**src/rtl/phy_tx_ser_pkg.sv**
```systemverilog
// rtl/phy_tx_ser_pkg.sv - shared symbols, state encoding and lane helper for the PHY transmit serializer
//
// Purpose: one place for the line symbols and the framing state encoding, so the
// transmit and receive ends agree on what COM and IDL look like on the wire.
// Contents:
//   tx_state_e   framing state (SYNC while sending the COM preamble, ACTIVE afterwards)
//   COM_SYM_DEF  default comma/sync symbol
//   IDL_SYM_DEF  default idle symbol for lanes without valid data
//   LANES        lanes per frame
//   lane_symbol  picks the lane byte or the idle symbol from the lane valid bit

package phy_tx_ser_pkg;

  typedef enum logic {
    ST_SYNC   = 1'b0,
    ST_ACTIVE = 1'b1
  } tx_state_e;

  localparam logic [7:0] COM_SYM_DEF = 8'hBC;
  localparam logic [7:0] IDL_SYM_DEF = 8'h7C;
  localparam int         LANES       = 4;

  function automatic logic [7:0] lane_symbol(input logic       vld,
                                             input logic [7:0] data,
                                             input logic [7:0] idl);
    return vld ? data : idl;
  endfunction

endpackage

```
**src/rtl/phy_tx_piso.sv**
```systemverilog
// rtl/phy_tx_piso.sv - 8-bit parallel-in serial-out register with bit counter
//
// Purpose: holds the symbol being transmitted and shifts it out MSB-first.
// Ports:
//   clk32f  in   serial-rate clock
//   reset   in   asynchronous, active-high reset
//   load    in   load din on this edge (bit counter restarts at 0)
//   din     in   [7:0] next symbol
//   dout    out  current bit on the line (sreg MSB)
//   last    out  high while the final bit of the symbol is on the line (bit_cnt==7)

module phy_tx_piso (
  input  logic       clk32f,
  input  logic       reset,
  input  logic       load,
  input  logic [7:0] din,
  output logic       dout,
  output logic       last
);

  logic [7:0] sreg;
  logic [2:0] bit_cnt;

  // bit_cnt resets to 7 so the very first edge after reset is a load edge.
  always_ff @(posedge clk32f or posedge reset) begin
    if (reset) begin
      sreg    <= 8'h00;
      bit_cnt <= 3'd7;
    end else if (load) begin
      sreg    <= din;
      bit_cnt <= 3'd0;
    end else if (bit_cnt != 3'd7) begin
      sreg    <= {sreg[6:0], 1'b0};
      bit_cnt <= bit_cnt + 3'd1;
    end
  end

  assign dout = sreg[7];
  assign last = (bit_cnt == 3'd7);

endmodule

```
**src/rtl/phy_tx_ser.sv**
```systemverilog
// rtl/phy_tx_ser.sv - PHY transmit serializer: COM preamble, 4-lane frame buffer, lane mux
//
// Purpose: after reset sends COM_COUNT COM symbols so the far-end receiver can
// lock, then repeatedly sends a latched 4-lane frame bit-serially, lane 0 first,
// each byte MSB-first, with IDL in any lane whose valid bit was clear.
// Ports:
//   clk32f    in   serial-rate clock, the only clock
//   reset     in   asynchronous, active-high reset
//   in0..in3  in   [7:0] lane bytes, taken on the edge where in_ready=1
//   valid_in  in   [3:0] per-lane valid, bit k qualifies in<k>
//   in_ready  out  combinational; high in the cycle whose rising edge captures a frame
//   out       out  serial bit stream
//   active    out  high once the framing state is ACTIVE

module phy_tx_ser
  import phy_tx_ser_pkg::*;
#(
  parameter int         COM_COUNT = 4,
  parameter logic [7:0] COM_SYM   = COM_SYM_DEF,
  parameter logic [7:0] IDL_SYM   = IDL_SYM_DEF
) (
  input  logic       clk32f,
  input  logic       reset,
  input  logic [7:0] in0,
  input  logic [7:0] in1,
  input  logic [7:0] in2,
  input  logic [7:0] in3,
  input  logic [3:0] valid_in,
  output logic       in_ready,
  output logic       out,
  output logic       active
);

  // com_cnt must be able to hold COM_COUNT, where it parks once ACTIVE.
  localparam int          CW       = $clog2(COM_COUNT + 1);
  localparam logic [CW-1:0] COM_LAST = CW'(COM_COUNT - 1);

  tx_state_e              state_q, state_d;
  logic [CW-1:0]          com_cnt_q, com_cnt_d;
  logic [1:0]             lane_cnt_q, lane_cnt_d;
  logic [LANES-1:0][7:0]  buf_data_q;
  logic [LANES-1:0]       buf_valid_q;
  logic [7:0]             sym_d;
  logic                   last;

  phy_tx_piso u_piso (
    .clk32f (clk32f),
    .reset  (reset),
    .load   (last),
    .din    (sym_d),
    .dout   (out),
    .last   (last)
  );

  always_ff @(posedge clk32f or posedge reset) begin
    if (reset) begin
      state_q    <= ST_SYNC;
      com_cnt_q  <= '0;
      lane_cnt_q <= 2'd0;
    end else begin
      state_q    <= state_d;
      com_cnt_q  <= com_cnt_d;
      lane_cnt_q <= lane_cnt_d;
    end
  end

  // Frame buffer. The lane-3 symbol loaded on the capture edge reads the old
  // contents, because sym_d is formed from the registered buffer.
  always_ff @(posedge clk32f or posedge reset) begin
    if (reset) begin
      buf_data_q  <= '0;
      buf_valid_q <= '0;
    end else if (in_ready) begin
      buf_data_q  <= {in3, in2, in1, in0};
      buf_valid_q <= valid_in;
    end
  end

  always_comb begin
    state_d    = state_q;
    com_cnt_d  = com_cnt_q;
    lane_cnt_d = lane_cnt_q;
    sym_d      = COM_SYM;
    in_ready   = 1'b0;
    case (state_q)
      ST_SYNC: begin
        if (last) begin
          sym_d     = COM_SYM;
          com_cnt_d = com_cnt_q + CW'(1);
          // The last COM edge also captures the first frame, so lane 0 of
          // that frame follows the preamble without a gap.
          if (com_cnt_q == COM_LAST) begin
            in_ready   = 1'b1;
            state_d    = ST_ACTIVE;
            lane_cnt_d = 2'd0;
          end
        end
      end
      ST_ACTIVE: begin
        if (last) begin
          sym_d      = lane_symbol(buf_valid_q[lane_cnt_q], buf_data_q[lane_cnt_q], IDL_SYM);
          lane_cnt_d = lane_cnt_q + 2'd1;
          if (lane_cnt_q == 2'd3) begin
            in_ready = 1'b1;
          end
        end
      end
    endcase
  end

  assign active = (state_q == ST_ACTIVE);

endmodule

```
**config.mk**
```make
export PLATFORM = sky130hd
export DESIGN_NAME = phy_tx_ser
export DESIGN_NICKNAME = d
export VERILOG_FILES = /design/src/rtl/phy_tx_ser_pkg.sv /design/src/rtl/phy_tx_piso.sv /design/src/rtl/phy_tx_ser.sv
export SDC_FILE = /design/constraint.sdc
export NUM_CORES = 1
export LEC_CHECK = 0
export ABC_AREA = 1
export BUFFER_PORTS_ARGS = -buffer_cell sky130_fd_sc_hd__buf_2
export CAP_MARGIN = 20
export CORE_MARGIN = 10
export CORE_UTILIZATION = 30
export DETAILED_ROUTE_END_ITERATION = 10
export MAX_ROUTING_LAYER = met4
export SLEW_MARGIN = 20
export SYNTH_ARGS = -nofsm -noshare
export SYNTH_HDL_FRONTEND = slang
export SYNTH_HIERARCHICAL = 1
export SYNTH_SLANG_ARGS = --single-unit
```
**constraint.sdc**
```tcl
create_clock -name clk32f -period 5.29 [get_ports clk32f]
set_input_delay 1.058 -clock clk32f [delete_from_list [all_inputs] [get_ports clk32f]]
set_output_delay 1.058 -clock clk32f [all_outputs]
set_load 0.05 [all_outputs]
```
==> results.sh <==
export IMPL_avgSynthCellArea_um2=8.14
export IMPL_drc=0
export IMPL_final_cell_mix="nand2_1, dfrtp_1, buf_2, nand3_1, inv_1"
export IMPL_drive_gt1_share_pct=22.0
export IMPL_drtIter0Drc=86
export IMPL_crit_required_ns=4.23
export IMPL_synthFlopType="dfrtp_1"
export IMPL_finalInstanceArea_mm2=0.00298
export IMPL_first_global_vias=2228
export IMPL_power_density_mw_per_mm2=235
export IMPL_initial_core_util_pct=30.7
export IMPL_holdBufCountCts=0
export IMPL_cts_root_buf="clkbuf_8"
export IMPL_end_kind="output pin"
export IMPL_clock_latency_ns=0.31
export IMPL_die_x_um=114
export IMPL_die_y_um=114
export IMPL_yosysSeqAreaShare_pct=49.7
export IMPL_peakVddDrop_mv=0.111
export IMPL_fin_crit_sh_pct=71.6
export IMPL_row_count=34
export IMPL_port_buffer_count=40
export IMPL_synth_async_reset_ratio_pct=100
export IMPL_drv_cap=0
export IMPL_max_freq_ghz=0.264
export IMPL_setup_tns_ns=0
export IMPL_fillers=912
export IMPL_wl_um=5680
export IMPL_grt_usage_pct=9.51
export IMPL_cp_arrival_ns=2.73
export IMPL_final_common_cell="nand2_1"
export IMPL_cts_sinks=53
export IMPL_path_max_fanout=47
export IMPL_slew_viol_final=0
export IMPL_hold_path_class="reg -> reg"
export IMPL_grt_max_degree=48
export IMPL_timing_worst_slew_pin_value_ns=0.753
export IMPL_placed_cell_area_mm2=0.00290
export IMPL_syn_num_nets=372
export IMPL_drtAntennaViolNets=0
export IMPL_dr_pass1_iters=4
export IMPL_grt_overflow_total=0
export IMPL_h_tree_depth=2
export IMPL_setup_viol=0
export IMPL_period_needed_ns=3.79
export IMPL_synth_seq_cells=53
export IMPL_gp_congestion=0.793
export IMPL_worstSetupStartpointType="flop"
export IMPL_cts_resized_gates=0
export IMPL_finClkSkew_ns=0.00670
export IMPL_ys_warn_count=6
export IMPL_finalHoldViolations=0
export IMPL_synthCells=329
export IMPL_status="finished clean"
export IMPL_areaGrowthSynthToFinish_pct=11.4
export IMPL_grt_pass1_wl_um=10100
export IMPL_routedWlPerCell_um=12.1
export IMPL_num_vias=2097
export IMPL_n_antenna_cell=0
export IMPL_synth_cell_type_count=23
export IMPL_slew_headroom_pct=49.8
export IMPL_reg2reg_depth=5
export IMPL_synth_edff_count=0
export IMPL_dieArea_mm2=0.0131
export IMPL_post_cts_setup_buffer_count=0
export IMPL_antenna_found_initial=0
export IMPL_critPathKind="reg -> out"
export IMPL_pin_count=41
export IMPL_hpwl_um=4190
export IMPL_clk_pin_slew_ns=0.09
export IMPL_hold_depth=2
export IMPL_numCtsBuffers=5
export IMPL_final_nets=405
export IMPL_synth_area_mm2=0.00268
export IMPL_drt_vias_per_instance=4.45
export IMPL_tritoncts="yes"
export IMPL_coreArea_mm2=0.00872
export IMPL_rsz0062_at_grt="no"
export IMPL_leakagePower_nw=1.56
export IMPL_cts_buffer_depth=2
==> per-layer routing <==
layer | vias to the layer above | track usage [%] | wire length [um]
met1 | 971 | 12.5 | 2950
met5 | - | - | 0
met3 | 8 | 2.20 | 142
met2 | 30 | 14.0 | 2500
li1 | 1088 | - | -
met4 | 0 | 3.43 | 89
==> critical path, cell delays in order, from the launching register on <==
cell and delay [ns]:
dfrtp_1 0.67, ha_1 0.39, o21ai_4 0.53, inv_2 0.48
buf_2 0.35
==> cell type report <==
class                           count  area [um2]  share of cell area (%)
Clock buffer                        6        72.6                    2.43
Clock inverter                      2        10.0                   0.335
Inverter                           22        85.1                    2.85
Multi-Input combinational cell    238        1140                    38.1
Sequential cell                    53        1330                    44.6
Tap cell                          108         135                    4.53
Timing Repair Buffer               42         215                    7.21
==> sequential cells by signal, indices dropped and copies added (netlist names) <==
name and count:
u_piso/bit_cnt 3, u_piso/sreg 8, lane_cnt_q 2, active 1, com_cnt_q 3, buf_valid_q 4, buf_data_q 32
==> cells in the mapped netlist, types with 3 or more instances <==
| master | count | area [um2] |
|---|---|---|
| buf_2 | 7 | 35.0 |
| nor2_1 | 6 | 22.5 |
| ha_1 | 5 | 62.6 |
| buf_6 | 6 | 67.6 |
| dfrtp_1 | 50 | 1250 |
| inv_1 | 18 | 67.6 |
| nand3_1 | 21 | 105 |
| nand3_2 | 17 | 170 |
| inv_2 | 3 | 11.3 |
| o21ai_0 | 12 | 60.1 |
| dfstp_2 | 3 | 78.8 |
| o21ai_2 | 3 | 26.3 |
| nand2_1 | 168 | 631 |
==> stage by stage <==
stage	setup slack [ns]	hold WS, ns	instances	power, W	utilization, %
floorplan	2.51	0.449	329	0.000465	-
global placement	1.85	0.465	463	0.000489	33.3
detailed placement	1.79	0.466	463	0.000489	33.3
CTS	1.44	0.485	471	0.000709	34.2
global route	1.24	0.507	471	0.000735	34.2
finish	1.50	0.484	471	0.000700	34.2
==> worst paths after layout <==
path,endpoint,start,slack [ns]
worst max register to register,buf_valid_q[3],lane_cnt_q[0],2.80
worst min-delay path,u_piso/bit_cnt[1],u_piso/bit_cnt[1],0.48
worst min register to register,u_piso/bit_cnt[1],u_piso/bit_cnt[1],0.48
min in group asynchronous,u_piso/sreg[2],reset,0.74
worst max-delay path,in_ready,lane_cnt_q[0],1.50
max in group asynchronous,buf_data_q[15],reset,4.04
==> cell families after synthesis <==
kind of cell    count (synthesis)  synth area share [%]
fa+ha+maj                       5                  2.34
xor+xnor                        1                 0.327
mux                             1                 0.421
flops                          53                  49.7
compound gates                 17                  4.02
simple gates                  214                  35.3
buf+inv                        38                  7.90
==> power breakdown <==
group	switching [W]	internal [W]
sequential	0.00000872	0.000422
clock	0.000128	0.0000920
combinational	0.0000279	0.0000214
total	0.000165	0.000535
(Power assumes the default switching activity.)
